--- src/rtl/player_pkg.sv ---
// Shared state encoding and keyboard decoding for the player sprite controller.
package player_pkg;

  typedef enum logic [1:0] {
    ALIVE,
    INVULN,
    DEAD
  } state_t;

  localparam logic [7:0] KEY_A = 8'h04;
  localparam logic [7:0] KEY_D = 8'h07;
  localparam logic [7:0] KEY_W = 8'h1A;
  localparam logic [7:0] KEY_S = 8'h16;

  // A key counts as pressed if either of the two reported keycodes matches.
  function automatic logic key_hit(input logic [15:0] keycode, input logic [7:0] key);
    return (keycode[15:8] == key) || (keycode[7:0] == key);
  endfunction

endpackage

--- src/rtl/aabb_hit.sv ---
// Combinational overlap test between the player box (centre, radius R) and one enemy box.
module aabb_hit #(
  parameter int R = 4
) (
  input  logic [9:0] px,
  input  logic [9:0] py,
  input  logic [9:0] ex,
  input  logic [9:0] ey,
  input  logic [9:0] es,
  input  logic       valid,
  output logic       hit
);

  logic [10:0] p_left, p_right, p_top, p_bot, e_right, e_bot;

  // 11-bit sums; the clamp keeps the player centre at least R from zero.
  assign p_left  = {1'b0, px} - 11'(R);
  assign p_right = {1'b0, px} + 11'(R);
  assign p_top   = {1'b0, py} - 11'(R);
  assign p_bot   = {1'b0, py} + 11'(R);
  assign e_right = {1'b0, ex} + {1'b0, es};
  assign e_bot   = {1'b0, ey} + {1'b0, es};

  assign hit = valid && (p_left <= e_right) && (p_top <= e_bot) &&
               (p_right > {1'b0, ex}) && (p_bot > {1'b0, ey});

endmodule

--- src/rtl/player_ctrl.sv ---
// Per-frame player movement, enemy collision and lives/invulnerability/game-over FSM.
module player_ctrl
  import player_pkg::*;
#(
  parameter int SIZE          = 8,
  parameter int STEP          = 3,
  parameter int N_ENEMY       = 4,
  parameter int LIVES         = 3,
  parameter int INVULN_FRAMES = 60,
  parameter int X_MIN         = 3,
  parameter int X_MAX         = 636,
  parameter int Y_MIN         = 3,
  parameter int Y_MAX         = 476,
  parameter int X_CENTER      = 320,
  parameter int Y_CENTER      = 240
) (
  input  logic                   frame_clk,
  input  logic                   Reset,
  input  logic [15:0]            keycode,
  input  logic [10*N_ENEMY-1:0]  enemy_x,
  input  logic [10*N_ENEMY-1:0]  enemy_y,
  input  logic [10*N_ENEMY-1:0]  enemy_size,
  input  logic [N_ENEMY-1:0]     enemy_valid,
  output logic [9:0]             player_x,
  output logic [9:0]             player_y,
  output logic [9:0]             player_s,
  output logic [2:0]             lives,
  output logic                   hit_pulse,
  output logic                   invuln,
  output logic                   game_over
);

  localparam int R = SIZE / 2;
  localparam int CNT_W = (INVULN_FRAMES > 1) ? $clog2(INVULN_FRAMES + 1) : 1;
  localparam logic [9:0] X_LO = 10'(X_MIN + R);
  localparam logic [9:0] X_HI = 10'(X_MAX - R);
  localparam logic [9:0] Y_LO = 10'(Y_MIN + R);
  localparam logic [9:0] Y_HI = 10'(Y_MAX - R);
  localparam logic [9:0] X_C  = 10'(X_CENTER);
  localparam logic [9:0] Y_C  = 10'(Y_CENTER);

  state_t            state_q, state_d;
  logic [9:0]        x_q, x_d, y_q, y_d;
  logic [2:0]        lives_q, lives_d;
  logic [CNT_W-1:0]  cnt_q, cnt_d;
  logic              hit_pulse_q, hit_pulse_d;
  logic              invuln_q, invuln_d;
  logic              game_over_q, game_over_d;
  logic [N_ENEMY-1:0] ch_hit;
  logic              hit;
  logic [9:0]        x_mv, y_mv;

  // Opposing keys cancel; the result saturates at the bounds instead of wrapping.
  function automatic logic [9:0] step_axis(input logic [9:0] pos, input logic dec,
                                           input logic inc, input logic [9:0] lo,
                                           input logic [9:0] hi);
    logic [11:0] p;
    p = {2'b00, pos};
    if (inc && !dec) p = p + 12'(STEP);
    else if (dec && !inc) p = (p < 12'(lo) + 12'(STEP)) ? 12'(lo) : p - 12'(STEP);
    if (p > 12'(hi)) p = 12'(hi);
    if (p < 12'(lo)) p = 12'(lo);
    return 10'(p);
  endfunction

  for (genvar i = 0; i < N_ENEMY; i++) begin : g_enemy
    aabb_hit #(.R(R)) u_aabb (
      .px    (x_q),
      .py    (y_q),
      .ex    (enemy_x[10*i +: 10]),
      .ey    (enemy_y[10*i +: 10]),
      .es    (enemy_size[10*i +: 10]),
      .valid (enemy_valid[i]),
      .hit   (ch_hit[i])
    );
  end

  assign hit  = |ch_hit;
  assign x_mv = step_axis(x_q, key_hit(keycode, KEY_A), key_hit(keycode, KEY_D), X_LO, X_HI);
  assign y_mv = step_axis(y_q, key_hit(keycode, KEY_W), key_hit(keycode, KEY_S), Y_LO, Y_HI);

  always_comb begin
    state_d     = state_q;
    x_d         = x_q;
    y_d         = y_q;
    lives_d     = lives_q;
    cnt_d       = cnt_q;
    hit_pulse_d = 1'b0;
    case (state_q)
      ALIVE: begin
        if (hit) begin
          lives_d     = lives_q - 3'd1;
          hit_pulse_d = 1'b1;
          x_d         = X_C;
          y_d         = Y_C;
          if (lives_d == 3'd0) begin
            state_d = DEAD;
          end else begin
            state_d = INVULN;
            cnt_d   = CNT_W'(INVULN_FRAMES - 1);
          end
        end else begin
          x_d = x_mv;
          y_d = y_mv;
        end
      end
      INVULN: begin
        x_d = x_mv;
        y_d = y_mv;
        if (cnt_q == '0) state_d = ALIVE;
        else cnt_d = cnt_q - CNT_W'(1);
      end
      DEAD: begin
        x_d = X_C;
        y_d = Y_C;
      end
      default: state_d = ALIVE;
    endcase
    invuln_d    = (state_d == INVULN);
    game_over_d = (state_d == DEAD);
  end

  always_ff @(posedge frame_clk) begin
    if (Reset) begin
      state_q     <= ALIVE;
      x_q         <= X_C;
      y_q         <= Y_C;
      lives_q     <= 3'(LIVES);
      cnt_q       <= '0;
      hit_pulse_q <= 1'b0;
      invuln_q    <= 1'b0;
      game_over_q <= 1'b0;
    end else begin
      state_q     <= state_d;
      x_q         <= x_d;
      y_q         <= y_d;
      lives_q     <= lives_d;
      cnt_q       <= cnt_d;
      hit_pulse_q <= hit_pulse_d;
      invuln_q    <= invuln_d;
      game_over_q <= game_over_d;
    end
  end

  assign player_x  = x_q;
  assign player_y  = y_q;
  assign player_s  = 10'(SIZE);
  assign lives     = lives_q;
  assign hit_pulse = hit_pulse_q;
  assign invuln    = invuln_q;
  assign game_over = game_over_q;

endmodule

--- config.mk ---
export PLATFORM = sky130hd
export DESIGN_NAME = player_ctrl
export DESIGN_NICKNAME = d
export VERILOG_FILES = /design/src/rtl/player_pkg.sv /design/src/rtl/aabb_hit.sv /design/src/rtl/player_ctrl.sv
export SDC_FILE = /design/constraint.sdc
export NUM_CORES = 1
export LEC_CHECK = 0
export CORE_UTILIZATION = 55
export DETAILED_ROUTE_END_ITERATION = 16
export PLACE_DENSITY = 0.79
export SYNTH_ARGS = -nofsm -noshare
export SYNTH_HDL_FRONTEND = slang
export SYNTH_SLANG_ARGS = --single-unit
--- constraint.sdc ---
create_clock -name frame_clk -period 11.3 [get_ports frame_clk]
set_input_delay 2.26 -clock frame_clk [delete_from_list [all_inputs] [get_ports frame_clk]]
set_output_delay 2.26 -clock frame_clk [all_outputs]
set_load 0.02 [all_outputs]
# Yosys cells after proc, flatten, opt, wreduce, memory -nomap -nowiden
# Index checks and enable logic that the tools add are counted.
# Widths: inputs -> output; s select.
# totals
reg_bits	34
out_inout_bits	36
in_bits	142
# classes
muxes	23
bitwise	1
n_addsub	18
n_lt_le_gt_ge	22
n_reduce_logical	37
n_eq_ne	15
# op_table
cell	count
$mux 12	8
$add 10x10->11	8
$gt 11x10->1	8
$le 11x11->1	8
$pmux 10 s3	2
$mux 10	4
$eq 8x3->1 const B	4
$eq 8x5->1 const B	4
$lt 12x3->1 const B	2
$add 10x2->11 const B	2
$add 10x3->11 const B	2
$sub 10x2->11 const B	2
$sub 10x3->11 const B	2
$logic_and 1x1->1	20
$lt 10x4->1 const B	2
$mux 6	3
$gt 12x10->1 const B	1
$gt 12x9->1 const B	1
$pmux 6 s2	1
$logic_not 6->1	1
$mux 2	3
$ne 2x2->1 const B	3
$pmux 2 s3	1
$sub 6x1->6 const B	1
15 further kinds	23

# Depth between registers and ports, before layout
# Gate-level depths: netlist (run 1).
# depth
depth_word	12
mapped_depth	25

# Cells and area by module
# A second synthesis (run 1) with hierarchy kept.
# unflattened
cells_unflattened	1605
area_unflattened_um2	12162.9
# modules_own_cells
module	area_per_inst_um2	instances	cells_per_inst
aabb_hit (g_enemy[1].u_aabb ...)	2240.9	2	298
player_ctrl	3140.5	1	404
aabb_hit (g_enemy[2].u_aabb)	2273.4	1	302
aabb_hit (g_enemy[0].u_aabb)	2267.2	1	303

# Worst setup path after synthesis (run 1)
# No wires, ideal clock.
# synth_timing
kind	in2reg
from	input enemy_x[0]
to	register cnt_q[3]
setup_ns	0.074
t_required_ns	11.226
path_stages	25
n_path_buf	1
arrival_ns	6.361
setup_slack_ns	4.865
cell_sequence	ha_1 > inv_1 > fa_1 > inv_1 > a21oi_1 > o21ai_0 > a21o_1 > nand2_1 > a21oi_1 > o21ai_0 > nand2b_1 > a21o_1 > a21oi_1 > ha_1 > nand4_1 > or3_1 > nand2_1 > nand3_1 > or4_1 > o22ai_1 > or3_1 > buf_4 > a22oi_2 > or4b_1 > a31oi_1
# synth_via
elab_chain_cells	9
word_cells_on_any_way	10
classes_between	add/sub (1); order compare (2); eq/ne (1); reduce/logical (6)
# synth_lines
element	line	text
from (decl)	player_ctrl.sv:20	input logic [10*N_ENEMY-1:0] enemy_x,
$add 10x10->11	aabb_hit.sv:21	assign e_right = {1'b0, ex} + {1'b0, es};
$le 11x11->1	aabb_hit.sv:24	assign hit = valid && (p_left <= e_right) && (p_top <= e_bot) &&
$logic_and 1x1->1 (2 in series)	aabb_hit.sv:24	
$logic_and 1x1->1 (*)	aabb_hit.sv:24	
$logic_and 1x1->1 (*)	aabb_hit.sv:25	(p_right > {1'b0, ex}) && (p_bot > {1'b0, ey});
$reduce_or 4->1 (*)	player_ctrl.sv:78	assign hit = |ch_hit;
$ne 2x2->1 (no line) (*)	--	
$reduce_and 4->1 (no line) (*)	--	
to (signal assigned)	player_ctrl.sv:138	cnt_q <= cnt_d;
to (decl)	player_ctrl.sv:45	logic [CNT_W-1:0] cnt_q, cnt_d;
# Every way passes the cells marked *; elsewhere a longest branch is shown, timed or not.
# A chain may end at the register's enable or synchronous reset.

# Worst setup path in the final report (run 1)
# layout_timing
from	input enemy_size[0]
to	register cnt_q[3]
# layout_via
elab_chain_cells	9
word_cells_on_any_way	11
classes_between	add/sub (2); order compare (2); eq/ne (1); reduce/logical (6)
# layout_lines
element	line	text
from (decl)	player_ctrl.sv:22	input logic [10*N_ENEMY-1:0] enemy_size,
$add 10x10->11	aabb_hit.sv:21	
$le 11x11->1	aabb_hit.sv:24	
$logic_and 1x1->1	aabb_hit.sv:24	
$logic_and 1x1->1 (*) (2 in series)	aabb_hit.sv:24	
$logic_and 1x1->1 (*)	aabb_hit.sv:25	
$reduce_or 4->1 (*)	player_ctrl.sv:78	
$ne 2x2->1 (no line) (*)	--	
$reduce_and 4->1 (no line) (*)	--	
# Marked as above.

==> summary.md, run 1 <==
| Metric | Value |
|---|---|
| Count of warnings emitted by yosys | 0 |
| Unrepaired setup endpoints after global routing | false |
| Syn Area/Cell | 7.72 um2 |
| Hold crit path type | flip-flop to flip-flop |
| Crit Path Category | input pin to flip-flop |
| Num ports | roughly 180 |
| Detailed Route WL | 32.2 mm |
| Worst r2r dst | cnt_q[3]$_SDFFE_PP0P_ |
| Initial DRC count | 899 |
| DIE HEIGHT | 140 um |
| Number of enable flip-flop cells after synthesis | 0 |
| Total power draw | 911 uW |
| Clk_lat worst skew | ~0.28 ns |
| Outcome | finished clean |
| Via count | 10800 |
| Post-DP HPWL | ~27 mm |
| IO buf count | roughly 170 |
| Worst reg2reg path depth | 14 |
| Slew Limit Fails | 0 |
| Max Root-Sink Buffers | 2 |
| Die width | 140 um |
| Asr flop ratio synth | 0% |
| Yosys top cell area share | 32.0% |
| Fin Setup TNS | 0 ns |
| # resized after CTS | 0 |
| Placed cell count | 1735 |
| Layout cells sized above 1 | 3.31% |
| FF-to-FF Start | player_x[2]$_SDFFE_PP0P_ |
| Dpl cell area | 12300 um2 |
| Clock sink total | 34 |
| Crit path from | enemy_size[0] |
| CP arrival | 7.66 ns |
| Leak Pwr | 5.79 nW |
| # hold bufs at CTS | 0 |
| Mapped cell area | between 10000 and 15000 um2 |
| Reg clk slew, reported paths | 0.05 ns |
| Worst-path fanout max | 9 |
| FF-to-FF setup slack | between 5 and 6 ns |
| Top FF cell, synth | dfxtp_1 |
| Final Hold Slack | 0.493 ns |
| Yosys top cell by area | ha_1 |
| Max transition margin | 26.9% |
| Min-Delay Path Depth | 1 |
| Hold path start | lives[1]$_SDFFE_PP1P_ |
| Synth top cells by count | ha_1, inv_1, a21oi_1, o21ai_0, nand2_1 |
| Nets@finish | 1926 |
| Antenna Violating Nets Remaining | 0 |
| Top-count cell post-synth | ha_1 |
| Final cycle utilization of the critical path | roughly two thirds |
| First-pass GRT wire length | 50.9 mm |
| Setup crit end kind | flip-flop |
| Final number of hold-violating endpoints | 0 |
| Cells after Synth | 1358 |
| Maximum clock frequency | 134 MHz |
| Initial Utilization | 56.1% |
| Drt wl/cell | 18.5 um |
| Vias in the first global route | 10300 |
| Max Cap Violations | 0 |
| Drt via density | 6.17 |
| Ant. Diodes | 0 |
| Worst Tran Pin Value | 1.09 ns |
| DR pass1 iterations | 5 |
| Die Footprint | ~20000 um2 |
| Core area | 18700 um2 |
| Sequential cell area fraction in the yosys report | 6.49% |
| CTS tree | built |
| # DRC | 0 |
| Post-route insts no fill | 1743 |
| Area contributors post-synth | ha_1, dfxtp_1, a21oi_1 |
| Layout area overhead | 18.3% |
| Largest net degree at the start of global routing | 26 |
| Initial antenna violation count | 0 |
| Final min period | 7.47 ns |
| Setup crit start kind | input pin |
| Total CTS buffers | 5 |
| Core Rows | 50 |
| Post-CTS setup buffer count | 0 |
| Final Cell Area | 12400 um2 |
| Final GP Congestion | 0.930 |
| WP data required | 11.49 ns |
| Total grt overflow | 0 |
| WHS Endpoint | lives[1]$_SDFFE_PP1P_ |
| P per Cell Area | around 73 nW/um2 |
| #FFs+latches synth | 34 |
| Post-synthesis cell type count | 95 |
| Total track usage | 32.6% |
| Peak VDD IR | between 0.06 and 0.07 mV |
| Htree depth | 2 |
| Clk_skew | 0.00618 ns |
| Clk root buf | clkbuf_16 |
| Setup violators final | 0 |
## power by group
| group | internal (mW) | switching [mW] |
|---|---|---|
| sequential | 0.131 | 0.0229 |
| clock | 0.0872 | 0.0472 |
| combinational | 0.283 | 0.340 |
| total | 0.501 | 0.410 |
## state kept, by name (all words and copies together), names as in the netlist
register and flops:
cnt_q 6, game_over 1, hit_pulse 1, invuln 1, lives 3, player_x 10
player_y 10, state_q 2
## routing by layer
metal / global-route usage [%] / vias up / wire length (um)
met1: 42.8 / 4952 / 14100
met5: 0 / - / 0
met4: 12.9 / 0 / 1340
met3: 4.92 / 84 / 2600
met2: 53.5 / 429 / 14200
li1: - / 5296 / -
## worst max path at each step
stage | cells after the start | endpoint
finish | 25 | cnt_q[3]$_SDFFE_PP0P_
floorplan | 25 | cnt_q[3]$_SDFFE_PP0P_
global placement | 25 | cnt_q[3]$_SDFFE_PP0P_
CTS | 25 | cnt_q[3]$_SDFFE_PP0P_
global route | 25 | cnt_q[3]$_SDFFE_PP0P_
detailed placement | 25 | cnt_q[3]$_SDFFE_PP0P_
## final cells by class
cell class | instances | area, um2
repair buffers | 169 | 1690
flip-flops and latches | 34 | 681
inverters | 149 | 559
clock buffers | 7 | 143
clock inverters | 1 | 5.00
multi-input cells | 1149 | 9040
well taps | 234 | 293
fillers | 1619 | 6290
## per-stage QoR
stage / setup WS (ns) / util, %
6_report: 3.83 / 66.4
5_1_grt: 3.39 / 66.4
4_1_cts: 3.92 / 66.4
3_5_place_dp: 3.64 / 65.6
3_3_place_gp: 3.86 / 65.6
2_1_floorplan: 4.87 / -
## critical path: stages
cell             delay (ns)
clkdlybuf4s50_1        0.50
ha_1                   0.19
inv_1                  0.06
fa_1                   0.40
inv_1                  0.08
a21oi_1                0.06
o21ai_0                0.26
a21o_1                 0.16
nand2_1                0.06
a21oi_1                0.18
o21ai_0                0.09
nand2b_1               0.11
a21o_1                 0.12
a21oi_1                0.06
ha_1                   0.31
nand4_1                0.11
or3_1                  0.38
nand2_1                0.08
nand3_1                0.06
or4_1                  0.49
o22ai_1                0.43
or3_1                  0.39
a22oi_2                0.16
or4b_1                 0.49
a31oi_1                0.16
## kinds of logic after synthesis
logic type	count (synthesis)	share of synthesized area, %
AO/OA/AOI/OAI	391	24.2
XOR/XNOR	84	7.01
adder cells (fa/ha/maj)	276	33.5
buffers and inverters	183	7.55
flip-flops	34	6.49
multiplexers	7	0.716
other	2	0.0716
AND/OR/NAND/NOR	381	20.4
## placed cells by master, fill, tap and decap left out, drive strengths merged, types with 7 or more instances in the layout
| master | n |
|---|---|
| xor2 | 43 |
| inv | 149 |
| a21oi | 129 |
| nor2b | 20 |
| clkdlybuf4s50 | 167 |
| a22o | 11 |
| o21ai | 88 |
| o21a | 13 |
| o211ai | 9 |
| a31oi | 15 |
| clkbuf | 7 |
| or3 | 9 |
| and2 | 7 |
| xnor2 | 41 |
| nand3 | 42 |
| nand2 | 76 |
| nand2b | 42 |
| conb | 10 |
| a211oi | 14 |
| nand4 | 31 |
| fa | 8 |
| nor4 | 11 |
| a21o | 36 |
| nor2 | 63 |
| and3 | 8 |
| ha | 268 |
| nand3b | 9 |
| nor3 | 33 |
| dfxtp | 34 |
| a221oi | 9 |
Power figures use the tool's default switching activity.
==> run 2, diff against run 1 <==
--- a/config.mk
+++ b/config.mk
@@ -5,9 +5,9 @@
 export SDC_FILE = /design/constraint.sdc
 export NUM_CORES = 1
 export LEC_CHECK = 0
-export CORE_UTILIZATION = 55
+export CORE_UTILIZATION = 51
 export DETAILED_ROUTE_END_ITERATION = 16
-export PLACE_DENSITY = 0.79
+export PLACE_DENSITY = 0.77
 export SYNTH_ARGS = -nofsm -noshare
 export SYNTH_HDL_FRONTEND = slang
 export SYNTH_SLANG_ARGS = --single-unit
==> constraint.sdc (replaced) <==
create_clock -name frame_clk -period 6 [get_ports frame_clk]
set_input_delay 1.2 -clock frame_clk [delete_from_list [all_inputs] [get_ports frame_clk]]
set_output_delay 1.2 -clock frame_clk [all_outputs]
set_load 0.02 [all_outputs]
==> run 2 against run 1 <==
  * Critical path depth down 3
  * Clock power up 90%
  * Register-to-register slack worse by 4.8 ns
==> summary.md, run 2 (synthesis gave the netlist of run 1 again) <==
| Metric | Value |
|---|---|
| Max Cap Violations | 0 (unchanged) |
| Core area | 20200 um2 (was 18700 um2) |
| Final number of hold-violating endpoints | 0 (unchanged) |
| Worst r2r dst | player_x[1]$_SDFFE_PP0P_ (was cnt_q[3]$_SDFFE_PP0P_) |
| Max Root-Sink Buffers | 2 (unchanged) |
| IO buf count | 167 (unchanged) |
| Final min period | between 5 and 6 ns |
| Sw Share | 44.7% (was 45.0%) |
| Via count | 10800 (about the same) |
| # DRC | 0 (unchanged) |
| FF-to-FF setup slack | 0.98 ns (was 5.78 ns) |
| Initial Utilization | 52.0% (was 56.1%) |
| Post-DP HPWL | 26.9 mm (was 26.7 mm) |
| Register Area | 681 um2 (unchanged) |
| Setup crit start kind | input pin (unchanged) |
| CP arrival | 5.95 ns (was 7.66 ns) |
| Die Footprint | 21100 um2 (was 19600 um2) |
| Hold path start | lives[1]$_SDFFE_PP1P_ (unchanged) |
| Post-route insts no fill | 1805 (was 1743) |
| Final GP Congestion | 0.922 (was 0.930) |
| FF-to-FF Start | player_y[2]$_SDFFE_PP0P_ (was player_x[2]$_SDFFE_PP0P_) |
| Min-Delay Path Depth | 1 (unchanged) |
| Final cycle utilization of the critical path | between 90% and 100% |
| Maximum clock frequency | 174 MHz |
| P_sw | 783 uW (was 410 uW) |
| Layout cells sized above 1 | 5.67% (was 3.31%) |
| Seq pwr share | 16.6% (was 16.9%) |
| Setup crit end kind | flip-flop (unchanged) |
| Total track usage | 30.6% (was 32.6%) |
| Total grt overflow | 0 (unchanged) |
| Ant. Diodes | 0 (unchanged) |
| Num ports | 178 (unchanged) |
| Initial antenna violation count | 0 (unchanged) |
| Largest net degree at the start of global routing | 26 (unchanged) |
| Setup violators final | 0 (unchanged) |
| Clock sink total | 34 (unchanged) |
| Clock power frac | 14.5% (was 14.7%) |
| Detailed Route WL | 32.9 mm (was 32.2 mm) |
| Crit Path Category | input pin to flip-flop (unchanged) |
| Int Power | 966 uW (was 501 uW) |
| First-pass GRT wire length | 51.7 mm (was 50.9 mm) |
| Multi-input gate area | 9100 um2 (was 9040 um2) |
| Clk_skew | 0.00561 ns (was 0.00618 ns) |
| Reg clk slew, reported paths | 0.06 ns (was 0.05 ns) |
| Comb power frac | 68.9% (was 68.3%) |
| Core Rows | 52 (was 50) |
| Max transition margin | 26.9% (about the same) |
| DR pass1 iterations | 5 (unchanged) |
| Commonest non-fill, non-tap cell in the layout | ha_1 (unchanged) |
| WHS Endpoint | lives[1]$_SDFFE_PP1P_ (unchanged) |
| CTS tree | built (unchanged) |
| Slew Limit Fails | 0 (unchanged) |
| Initial DRC count | 995 (was 899) |
| Total power draw | 1.75 mW (was 911 uW) |
| Total CTS buffers | 5 (unchanged) |
| Layout area overhead | 21.3% (was 18.3%) |
| Worst Tran Pin Value | 1.09 ns (about the same) |
| Drt via density | 5.99 (was 6.17) |
| Vias in the first global route | 10300 (about the same) |
| Placed cell count | 1796 (was 1735) |
| Drt wl/cell | 18.2 um (was 18.5 um) |
| Antenna Violating Nets Remaining | 0 (unchanged) |
| Most frequent cells in the layout | ha_1, clkdlybuf4s50_1, inv_1, a21oi_1, o21ai_0 (unchanged) |
| Outcome | finished clean (unchanged) |
| DIE HEIGHT | 145 um (was 140 um) |
| Worst-path fanout max | 6 (was 9) |
| Hold crit path type | flip-flop to flip-flop (unchanged) |
| Crit path from | enemy_size[11] (was enemy_size[0]) |
| Worst reg2reg path depth | 15 (was 14) |
| WP data required | 6.21 ns (was 11.49 ns) |
| Die width | 145 um (was 140 um) |
| Peak VDD IR | 0.117 mV (was 0.0698 mV) |
| Nets@finish | 1952 (was 1926) |
| Clk_lat worst skew | 0.27 ns (was 0.28 ns) |
| Clk root buf | clkbuf_16 (unchanged) |
| P per Cell Area | 137 nW/um2 (was 73.4 nW/um2) |
| Leak Pwr | 5.94 nW (was 5.79 nW) |
| FILL cells | 1853 (was 1619) |
| Htree depth | 2 (unchanged) |
run 2: area by class of cell:
cell class                 instances  share of cell area, %
clock inverter                     1                 0.0393
multi-input combinational       1149                   71.6
tap                              270                   2.66
clock buffer                       7                   1.12
inverter                         149                   4.40
sequential                        34                   5.35
timing repair buffer             195                   14.9
run 2: what timing repair did:
item | CTS | global route
endpoints found under the hold margin | 0 | 0
buffers inserted | 0 | 1
resized for setup | 0 | 20
setup endpoints to repair | 0 | 24
hold buffers | 0 | 0
run 2: critical path, cell delays in order:
cell and delay (ns):
clkdlybuf4s50_1 0.54, ha_1 0.26, a21o_1 0.18, a21oi_1 0.23
o21ai_0 0.11, a21oi_1 0.22, nand2b_1 0.13, a21boi_0 0.10
o21ai_0 0.18, nand2b_1 0.08, a21oi_1 0.19, xor2_1 0.11
ha_1 0.30, nand4_1 0.15, a21oi_1 0.16, a221oi_1 0.11
o221ai_1 0.24, nor3_2 0.12, or4_1 0.43, o31a_2 0.38
nor3_2 0.33, a221o_1 0.21
run 2: layer usage:
| layer | wire [um] | vias up | share of wire (%) | track usage [%] |
|---|---|---|---|---|
| met5 | 0 | - | 0 | 0 |
| met4 | 1230 | 0 | 3.7 | 10.9 |
| met3 | 2710 | 78 | 8.2 | 5.55 |
| met2 | 14600 | 418 | 44 | 50.0 |
| met1 | 14400 | 4991 | 44 | 40.2 |
| li1 | - | 5330 | - | - |
run 2: power groups by stage:
stage	registers [mW]	clock network (mW)	logic [mW]
final	0.290	0.254	1.20
after global routing	0.294	0.270	1.35
after CTS	0.289	0.257	1.18
after detailed placement	0.293	0	1.17
after global placement	0.293	0	1.14
after floorplan	0.281	0	0.802
run 2: worst max path at each step:
stage | endpoint | slack, ns | depth (start not counted)
after floorplan | cnt_q[3]$_SDFFE_PP0P_ | 0.63 | 25
after global placement | lives[2]$_SDFFE_PP0P_ | 0.05 | 28
after detailed placement | invuln$_SDFF_PP0_ | -0.13 | 27
after CTS | invuln$_SDFF_PP0_ | 0.15 | 27
after global routing | game_over$_SDFF_PP0_ | -0.02 | 27
final | player_x[1]$_SDFFE_PP0P_ | 0.26 | 22
run 2: stage by stage:
stage                     setup WS (ns)  utilization, %  instance area [um2]  setup TNS, ns  hold WS (ns)
final                             0.259            63.1                12700              0         0.507
after global routing            -0.0203            63.1                12700        -0.0203         0.534
after CTS                         0.149            62.7                12600              0         0.515
after detailed placement         -0.126            62.0                12500         -0.271         0.507
after global placement           0.0464            62.0                12500              0         0.490
after floorplan                   0.625               -                10500              0         0.486
==> variant, RTL diff (flow settings as in run 2) <==
Change the parameter `INVULN_FRAMES` from 60 to 30.
--- a/src/rtl/player_ctrl.sv
+++ b/src/rtl/player_ctrl.sv
@@ -8,3 +8,3 @@
   parameter int LIVES         = 3,
-  parameter int INVULN_FRAMES = 60,
+  parameter int INVULN_FRAMES = 30,
   parameter int X_MIN         = 3,
Formal check against the unedited RTL: no difference found for any inputs over 4 cycles, from zero or initial values and one cycle with Reset high; that may be too few to reach the edited logic, so the function may still have changed.
==> variant against run 2 <==
  * Clock power rose by 20%
  * Power rose by 12%
  * Final area fell by 0.40%
  * Sequential power rose by 1%
  * Utilization fell by 0.46 points
  * Critical path type unchanged
  * Routed wire length rose by 2.0%
  * Sequential cell count fell by 1
  * Sequential share of layout area fell by 0.14 points
  * Critical path depth rose by 3
  * Via count rose by 3.5%
  * Register-to-register slack improved by 0.35 ns
  * Synthesized area barely moved
  * Setup slack improved by 0.054 ns
==> variant: results (changes against run 2) <==
| Metric | Value |
|---|---|
| Status | completed (unchanged) |
| Max VDD drop | 0.114 mV (was 0.117 mV) |
| Fin Hold WS | 0.493 ns (was 0.507 ns) |
| Post-Place Cell Area | 12500 um^2 (about the same) |
| Post-synthesis sequential area ratio | 6.29% (was 6.49%) |
| Final clock skew | 0.00400 ns (was 0.00561 ns) |
| Sequential power | 0.294 mW (was 0.290 mW) |
| Worst stage delay on the critical path | 0.51 ns (was 0.54 ns) |
| Worst path arrival time | 5.85 ns (was 5.95 ns) |
| Max-slew headroom | 27.5% (was 26.9%) |
| Comb. pwr | 1.36 mW (was 1.20 mW) |
| Met3 WL | 3390 um (was 2710 um) |
| P_leak | 5.87 nW (was 5.94 nW) |
| DRT Pass-1 Iters | 7 (was 5) |
| Setup crit start | enemy_size[20] (was enemy_size[11]) |
| Vias in the first global route | 10.6k (was 10.3k) |
| Detailed-route wire length per cell | 18.4 um (was 18.2 um) |
| Post-synth cell types | 78 (was 95) |
| GPL Wtd Cong | 0.983 (was 0.922) |
| Gate power share | 69.4% (was 68.9%) |
| CP endpoint | player_y[6]$_SDFFE_PP1P_ (was player_x[1]$_SDFFE_PP0P_) |
| Final period utilization | 94.8% (was 95.7%) |
| R2r endpoint | player_y[6]$_SDFFE_PP1P_ (was player_x[1]$_SDFFE_PP0P_) |
| Nets | 1973 (was 1952) |
| Pint | 1.06 mW (was 0.966 mW) |
| DP HPWL | 27400 um (was 26900 um) |
| Post-place setup slack | -0.0655 ns (was -0.126 ns) |
| Final non-filler cell total | 1826 (was 1805) |
| Met1 wire length | 13800 um (was 14400 um) |
| GRT met2 Usage | 52.6% (was 50.0%) |
## variant: cell types whose count changed in the layout (fill, tap and decap cells not counted), moves of 7 or more
cell | before | now
a211o_1 | 2 | 11
nand3_1 | 40 | 52
o21ai_1 | 9 | 2
o211ai_1 | 9 | 17
a21oi_1 | 123 | 112
inv_1 | 149 | 157
nand2_1 | 73 | 88
o21ai_0 | 79 | 86
## variant: kinds of logic after synthesis
group / after synthesis / synth area share (%)
simple gates: 395 / 19.9
other cells: 2 / 0.0715
compound gates: 393 / 24.5
flops: 33 / 6.29
mux: 8 / 0.810
xor+xnor: 89 / 7.43
fa+ha+maj: 276 / 33.5
buf+inv: 199 / 7.54
## variant: area by class of cell
class | instances | area, um^2 | area share [%]
Tap cell | 270 | 338 | 2.67
Multi-Input combinational cell | 1171 | 9090 | 71.7
Timing Repair Buffer | 187 | 1820 | 14.4
Clock buffer | 7 | 143 | 1.13
Clock inverter | 1 | 30.0 | 0.237
Inverter | 157 | 589 | 4.65
Sequential cell | 33 | 661 | 5.21
